--- config.mk ---
export PLATFORM = sky130hd
export DESIGN_NAME = ws2812b_stream_out
export DESIGN_NICKNAME = d
export VERILOG_FILES = /design/src/rtl/ws2812b_stream_out.sv
export SDC_FILE = /design/constraint.sdc
export NUM_CORES = 1
export LEC_CHECK = 0
export BUFFER_PORTS_ARGS = -buffer_cell sky130_fd_sc_hd__clkbuf_2
export CAP_MARGIN = 30
export CELL_PAD_IN_SITES_DETAIL_PLACEMENT = 0
export CELL_PAD_IN_SITES_GLOBAL_PLACEMENT = 2
export CORE_MARGIN = 4
export CORE_UTILIZATION = 30
export CTS_CLUSTER_SIZE = 10
export DETAILED_ROUTE_END_ITERATION = 10
export MAX_ROUTING_LAYER = met4
export PLACE_DENSITY = 0.75
export REMOVE_ABC_BUFFERS = 1
export SYNTH_ARGS = -nofsm -noshare
export SYNTH_HDL_FRONTEND = slang
export SYNTH_SLANG_ARGS = --single-unit
--- constraint.sdc ---
create_clock -name clk -period 2.5 [get_ports clk]
set_clock_uncertainty 0.15 [all_clocks]
set_input_delay 0.25 -clock clk [delete_from_list [all_inputs] [get_ports clk]]
set_output_delay 0.25 -clock clk [all_outputs]
set_load 0.05 [all_outputs]
--- src/rtl/ws2812b_stream_out.sv ---
// WS2812B / SK6812 serial line driver.
// Pixels arrive on a valid/ready stream and leave MSB-first as pulse-width
// coded bits. Back-to-back pixels chain with no gap; when the stream runs
// dry the line is held low for RESET_CYCLES so the strip latches.
// Optional status outputs (pixel_count, underrun) are enabled by defining
// the macro WS2812B_STATUS_EN.
//
// state | meaning
// IDLE  | line low, waiting for a pixel (pixel_ready=1)
// HIGH  | high phase of the current bit
// LOW   | low phase of the current bit; last cycle of last bit accepts next pixel
// LATCH | latch gap, line low for RESET_CYCLES
module ws2812b_stream_out #(
  parameter int PIXEL_BITS   = 24,
  parameter int T0H_CYCLES   = 4,
  parameter int T1H_CYCLES   = 7,
  parameter int BIT_CYCLES   = 11,
  parameter int RESET_CYCLES = 450
) (
  input  logic                  clk,
  input  logic                  reset,
  input  logic                  pixel_valid,
  input  logic [PIXEL_BITS-1:0] pixel_data,
  output logic                  pixel_ready,
  output logic                  ws2812b_data,
  output logic                  busy,
  output logic                  frame_done
`ifdef WS2812B_STATUS_EN
  ,
  output logic [15:0]           pixel_count,
  output logic                  underrun
`endif
);

  localparam int MAX_CYC = (RESET_CYCLES > BIT_CYCLES) ? RESET_CYCLES : BIT_CYCLES;
  localparam int CNT_W   = $clog2(MAX_CYC + 1);
  localparam int IDX_W   = $clog2(PIXEL_BITS + 1);

  localparam logic [CNT_W-1:0] T0H_M1  = CNT_W'(T0H_CYCLES - 1);
  localparam logic [CNT_W-1:0] T1H_M1  = CNT_W'(T1H_CYCLES - 1);
  localparam logic [CNT_W-1:0] T0L_M1  = CNT_W'(BIT_CYCLES - T0H_CYCLES - 1);
  localparam logic [CNT_W-1:0] T1L_M1  = CNT_W'(BIT_CYCLES - T1H_CYCLES - 1);
  localparam logic [CNT_W-1:0] RST_M1  = CNT_W'(RESET_CYCLES - 1);
  localparam logic [IDX_W-1:0] IDX_TOP = IDX_W'(PIXEL_BITS - 1);

  generate
    if (!(T0H_CYCLES > 0 && T0H_CYCLES < T1H_CYCLES && T1H_CYCLES < BIT_CYCLES &&
          RESET_CYCLES >= 1 && PIXEL_BITS >= 1 && PIXEL_BITS <= 64)) begin : g_bad_params
      $error("ws2812b_stream_out: illegal timing or width parameters");
    end
  endgenerate

  typedef enum logic [1:0] {IDLE, HIGH, LOW, LATCH} state_t;

  state_t                state, state_n;
  logic [CNT_W-1:0]      cnt, cnt_n;
  logic [PIXEL_BITS-1:0] shreg, shreg_n, shreg_shl;
  logic [IDX_W-1:0]      idx, idx_n;
  logic                  data_n, busy_n, done_n;
  logic                  xfer;

  assign xfer      = pixel_valid & pixel_ready;
  assign shreg_shl = shreg << 1;

  // State, timing counter, shift register and registered outputs.
  always_ff @(posedge clk or posedge reset) begin
    if (reset) begin
      state        <= LATCH;
      cnt          <= RST_M1;
      shreg        <= '0;
      idx          <= '0;
      ws2812b_data <= 1'b0;
      busy         <= 1'b1;
      frame_done   <= 1'b0;
    end else begin
      state        <= state_n;
      cnt          <= cnt_n;
      shreg        <= shreg_n;
      idx          <= idx_n;
      ws2812b_data <= data_n;
      busy         <= busy_n;
      frame_done   <= done_n;
    end
  end

  // Next-state, counter reload and shift decisions.
  always_comb begin
    state_n = state;
    cnt_n   = cnt - CNT_W'(1);
    shreg_n = shreg;
    idx_n   = idx;
    unique case (state)
      IDLE: begin
        cnt_n = cnt;
        if (xfer) begin
          state_n = HIGH;
          shreg_n = pixel_data;
          idx_n   = IDX_TOP;
          cnt_n   = pixel_data[PIXEL_BITS-1] ? T1H_M1 : T0H_M1;
        end
      end
      HIGH: begin
        if (cnt == '0) begin
          state_n = LOW;
          cnt_n   = shreg[PIXEL_BITS-1] ? T1L_M1 : T0L_M1;
        end
      end
      LOW: begin
        if (cnt == '0) begin
          if (idx != '0) begin
            state_n = HIGH;
            shreg_n = shreg_shl;
            idx_n   = idx - IDX_W'(1);
            cnt_n   = shreg_shl[PIXEL_BITS-1] ? T1H_M1 : T0H_M1;
          end else if (xfer) begin
            // gapless chaining: the next pixel's first high starts next cycle
            state_n = HIGH;
            shreg_n = pixel_data;
            idx_n   = IDX_TOP;
            cnt_n   = pixel_data[PIXEL_BITS-1] ? T1H_M1 : T0H_M1;
          end else begin
            state_n = LATCH;
            cnt_n   = RST_M1;
          end
        end
      end
      LATCH: begin
        if (cnt == '0) state_n = IDLE;
      end
      default: state_n = LATCH;
    endcase
  end

  // Output decode; ready depends only on registered state, never on pixel_valid.
  always_comb begin
    pixel_ready = (state == IDLE) || (state == LOW && cnt == '0 && idx == '0);
    data_n      = (state_n == HIGH);
    busy_n      = (state_n != IDLE);
    done_n      = (state == LATCH) && (cnt == '0);
  end

`ifdef WS2812B_STATUS_EN
  logic valid_q;

  // Pixel counter (cleared as the latch completes) and sticky underrun flag.
  // Only a latch that follows accepted pixels (pixel_count != 0) can split a
  // frame, so a producer waking up during the power-on gap is not an underrun.
  always_ff @(posedge clk or posedge reset) begin
    if (reset) begin
      pixel_count <= '0;
      underrun    <= 1'b0;
      valid_q     <= 1'b0;
    end else begin
      valid_q <= pixel_valid;
      if (done_n) pixel_count <= '0;
      else if (xfer && pixel_count != 16'hFFFF) pixel_count <= pixel_count + 16'd1;
      if (state == LATCH && pixel_valid && !valid_q && pixel_count != '0) underrun <= 1'b1;
    end
  end
`endif

endmodule

# After elaboration in Yosys (flattened, before gate mapping)
# Cells that the tools add are included.
[totals] ff_bits=43 elab_cells=51
[classes] n_addsub=2 n_eq_ne=6 muxes=24 bitwise=1 reduce_logical=11
[op_table] operator="$mux W24" n=3
[op_table] operator="$pmux W24 S2" n=1
[op_table] operator="$mux W9" n=5
[op_table] operator="$pmux W9 S3" n=1
[op_table] operator="$mux W5" n=3
[op_table] operator="$mux W2" n=6
[op_table] operator="$pmux W5 S2" n=1
[op_table] operator="$logic_not A9 Y1" n=1
[op_table] operator="$mux W3" n=3
[op_table] operator="$sub A9 B1 Y9 const B" n=1
[op_table] operator="$pmux W2 S4" n=1
[op_table] operator="$logic_not A5 Y1" n=1
[op_table] operator="$reduce_bool A5 Y1" n=1
[op_table] operator="$sub A5 B1 Y5 const B" n=1
[op_table] operator="$eq A2 B1 Y1 const B" n=2
[op_table] operator="$eq A2 B2 Y1 const B" n=2
[op_table] operator="$ne A2 B2 Y1 const B" n=2
[op_table] operator="$reduce_bool A2 Y1" n=2
[op_table] operator="$logic_and A1 B1 Y1" n=3
[op_table] operator="$logic_not A2 Y1" n=1
[op_table] operator="$reduce_and A2 Y1" n=1
[op_table] operator="$and A1 B1 Y1" n=1
[op_table] operator="$logic_or A1 B1 Y1" n=1

# Depth between registers and ports, before layout
[logic_depth] ltp_word=10 ltp_mapped=10

# Worst setup path before layout
# No wires, ideal clock.
[synth_timing] kind="register -> output" startpoint="reg cnt[0]" endpoint="out pixel_ready" t_arrival_ns=2.292 required_ns=2.100 slack_ns=-0.192 stages_incl_launch_ff=6 path_cell_list="dfstp_2 inv_1 ha_1 or4b_4 o41ai_2 nor2b_1"
[synth_via] elab_chain_cells=4
[synth_lines] item="start: declaration" line="56" source="logic [CNT_W-1:0] cnt, cnt_n;"
[synth_lines] item="start signal: assignment" line="77" source="cnt <= cnt_n;"
[synth_lines] item="$logic_not A9 Y1" line="136" source="pixel_ready = (state == IDLE) || (state == LOW && cnt == '0 && idx == '0);"
[synth_lines] item="$logic_and A1 B1 Y1 (2 in series)" line="136"
[synth_lines] item="$logic_or A1 B1 Y1" line="136"
[synth_lines] item="end: declaration" line="24" source="output logic pixel_ready,"
# No other way between the ends.

# Worst setup path in the final report
[layout_timing] startpoint="reg cnt[1]" endpoint="out pixel_ready"
# The elaborated chain is that of the path after synthesis.

==> metrics.md <==
| Metric | Value |
|---|---|
| Outcome | completed |
| Setup tns final | 0 ns |
| Fmax | 402 MHz |
| # setup viols final | 0 |
| Worst Path Required | about 2.1 ns |
| RePlAce Congestion | 0.780 |
| Hold path depth | 3 |
| Layout cells sized above 1 | 33.2% |
| Final cell count without fillers | 391 |
| ANT nets after route | 0 |
| Switching power | 0.701 mW |
| WP buf/inv | 2 |
| Placed inst area | about 2700 µm² |
| Logic depth of the worst setup path including buffers | 6 |
| Fill cells | 803 |
| Grt ovf | 0 |
| Critical Path Sink Type | output pin |
| Post-synthesis async set-or-reset flop share | 100% |
| Total track usage | a little over an eighth |
| Top FF cell, synth | dfrtp_1 |
| Relative slew slack | about three fifths |
| Via count | roughly 1.9k |
| Area Growth Syn to Fin | 21.6% |
| Core area | 7690 µm² |
| Cell-internal power | 1.43 mW |
| Post-route minimum period | about 2.5 ns |
| Die width | 96.6 µm |
| Power Density | ~750 nW/µm² |
| Fin util | roughly 37% |
| Slew @ Worst Pin | 0.609 ns |
| Initial Util | 30.6% |
| Final instance area | 2860 µm² |
| Logic pwr share | 27.7% |
| Worst EP arrival | 2.09 ns |
| Largest net degree at the start of global routing | between 40 and 50 |
| Clock Pin Slew Worst Setup and Hold Paths | roughly 0.08 ns |
| Slew Limit Fails | 0 |
| Clk Latency, worst-skew pair | 0.29 ns |
| Layout net count | 319 |
| Sequential Power Share | 52.0% |
| Global-route wire length before repair | roughly 9000 µm |
| Routed WL | 5410 µm |
| Synth Cell Area | 2350 µm² |
| DR DRC count | 0 |
| Final Hold Fails | 0 |
| EDFF count, synth | 0 |
| Worst path cell trace | inv_2 > ha_4 > or4b_4 > o41ai_4 > nor2b_4 > buf_8 |
| Initial antenna violation count | 0 |
| #FFs+latches synth | 43 |
| Reg2reg path depth | 9 |
| Via density | 4.94 |
| I/O Pins | 31 |
| TritonCTS Buffers | 5 |
| Count of input and output buffers | 30 |
| H-tree depth | 2 |
| Die Span Y | between 90 and 100 µm |
| Antenna Cells | 0 |
| Worst Path Class, Setup | flop to output pin |
| Pre-Repair DR Iteration Count | 4 |
| Warnings, synthesis | 0 |
| Number of max-cap violations | 0 |
| Die area | about 9300 µm² |
| Crit path max-delay cell type | or4b_4 |
| Delay-heaviest family, CP | simple AND/OR/NAND/NOR gates |
| Critical path peak fanout | 3 |
| Root Buffer | clkbuf_8 |
| Vias in the first global route | 1925 |
| Clock power share | 20.4% |
| Maximum VDD drop | 0.000333 V |
| Syn Area/Cell | 9.52 µm² |
| Placed Cells | 376 |
| FP Rows | 32 |
| Switch share | 32.8% |
| Critical Path Start Type | flop |
| RSZ-0062 raised after global routing | yes |
| Maximum clock path buffer count | 2 |
| Netlist cell types | 47 |
| Fin crit share | 99.5% |
| Post-DP HPWL | 3730 µm |
| TritonCTS Sinks | 43 |
| CP max stage delay | 0.47 ns |
| Synth Instances | 247 |
| Register area share after synthesis | 46.1% |
| CTS tree | done |
| WL/cell | 13.8 µm |
| Hold Path Class | input pin to flop |
| Static leakage | 1.18 nW |
| DRT iter0 DRCs | 45 |
==> Yosys cell counts (all sizes together), types with 2 or more instances <==
master	instances	share of area (%)
nand3	8	1.7
nor2b	2	0.53
o21ai	17	3.6
xnor2	3	1.1
a22o	5	1.9
nor4	3	0.80
inv	9	1.4
nor2	58	9.3
a21oi	7	1.6
dfrtp	36	38
o22ai	22	10
nand2b	3	0.90
a31oi	2	0.53
or3	4	1.1
dfstp	7	7.8
buf	10	3.5
clkbuf	5	0.80
xor2	2	0.74
o41ai	2	1.1
ha	3	1.6
or4b	2	1.0
nor3	5	1.8
o211ai	2	0.64
and3	3	0.80
or2	2	0.53
nand2	14	2.2
==> final timing paths <==
kind / startpoint / to / slack, ns
max: cnt[1] / pixel_ready / 0.01
min: pixel_data[0] / shreg[0] / 0.009
max reg2reg: idx[1] / cnt[2] / 0.16
min reg2reg: shreg[0] / shreg[0] / 0.37
max in group asynchronous: reset / state[0] / 1.35
min in group asynchronous: reset / cnt[4] / 0.47
==> placed cells by master, fill, tap and decap left out, types with 2 or more instances in the layout <==
master and n:
o22ai_1 5, or4b_4 2, o21ai_1 8, buf_4 16, o21ai_0 9, a22o_1 5
nand2_1 14, or2_1 2, dfrtp_1 36, nand2b_1 2, dfstp_2 7, ha_4 2
o22ai_2 17, clkbuf_8 5, or3_1 4, clkbuf_2 29, nand3_1 8, a21oi_1 6
xor2_1 2, inv_2 4, a31oi_1 2, nor3_1 3, buf_12 3, nor2_1 58
inv_1 4, xnor2_1 3, o211ai_1 2, nor4_1 3, and3_1 3
==> worst register-to-register path: stages (launching register included) <==
cell and delay [ns]:
dfrtp_1 0.39, inv_2 0.08, ha_4 0.12, or4b_4 0.49, buf_4 0.16, buf_4 0.14
or3_1 0.34, a31oi_1 0.17, nor2_1 0.07, nor3_2 0.14
==> metrics by stage <==
stage	setup WS (ns)	hold WS, ns	power (mW)
2_1_floorplan	-0.192	0.233	1.52
3_3_place_gp	0.200	0.263	1.67
3_5_place_dp	0.191	0.260	1.68
4_1_cts	-0.0344	0.00276	2.13
5_1_grt	-0.0955	0.0280	2.30
6_report	0.0122	0.00936	2.13
==> registers in the layout (all words and copies together) (netlist names) <==
signal and count:
shreg 24, cnt 9, idx 5, state 2, busy 1, frame_done 1
ws2812b_data 1
==> final cells by class <==
cell class / count / area (µm²) / share of cell area, %
clock buffers: 5 / 68.8 / 2.41
flip-flops and latches: 43 / 1080 / 37.9
inverters: 9 / 33.8 / 1.18
repair buffers: 50 / 350 / 12.2
multi-input cells: 180 / 1180 / 41.3
well taps: 102 / 128 / 4.46
clock inverters: 2 / 13.8 / 0.481
==> power groups by stage <==
stage	Sequential, mW	Combinational, mW	Clock (mW)
CTS	1.11	0.570	0.454
global placement	1.11	0.552	0
finish	1.11	0.591	0.435
floorplan	1.08	0.443	0
detailed placement	1.12	0.560	0
global route	1.14	0.673	0.484
==> metal layers <==
metal,track usage (%),share of wire [%]
met2,20.4,47
met1,16.9,49
met4,4.67,1.5
met3,2.79,3.2
met5,-,0
==> logic make-up (layout without fill, tap and decap cells) <==
family / count (synthesis) / count (layout) / synth area share [%]
compound gates: 66 / 66 / 23.5
xor+xnor: 5 / 5 / 1.86
fa+ha+maj: 3 / 3 / 1.60
buf+inv: 24 / 66 / 5.69
flops: 43 / 43 / 46.1
simple gates: 106 / 106 / 21.3
==> timing repair <==
action,in CTS,in global routing
hold buffers,1,0
endpoints found under the setup margin,1,1
gates resized for setup,9,6
endpoints found under the hold margin,36,0
pin swaps,2,1
buffers inserted,6,1
Note: power is estimated with default switching activity, not from simulation.
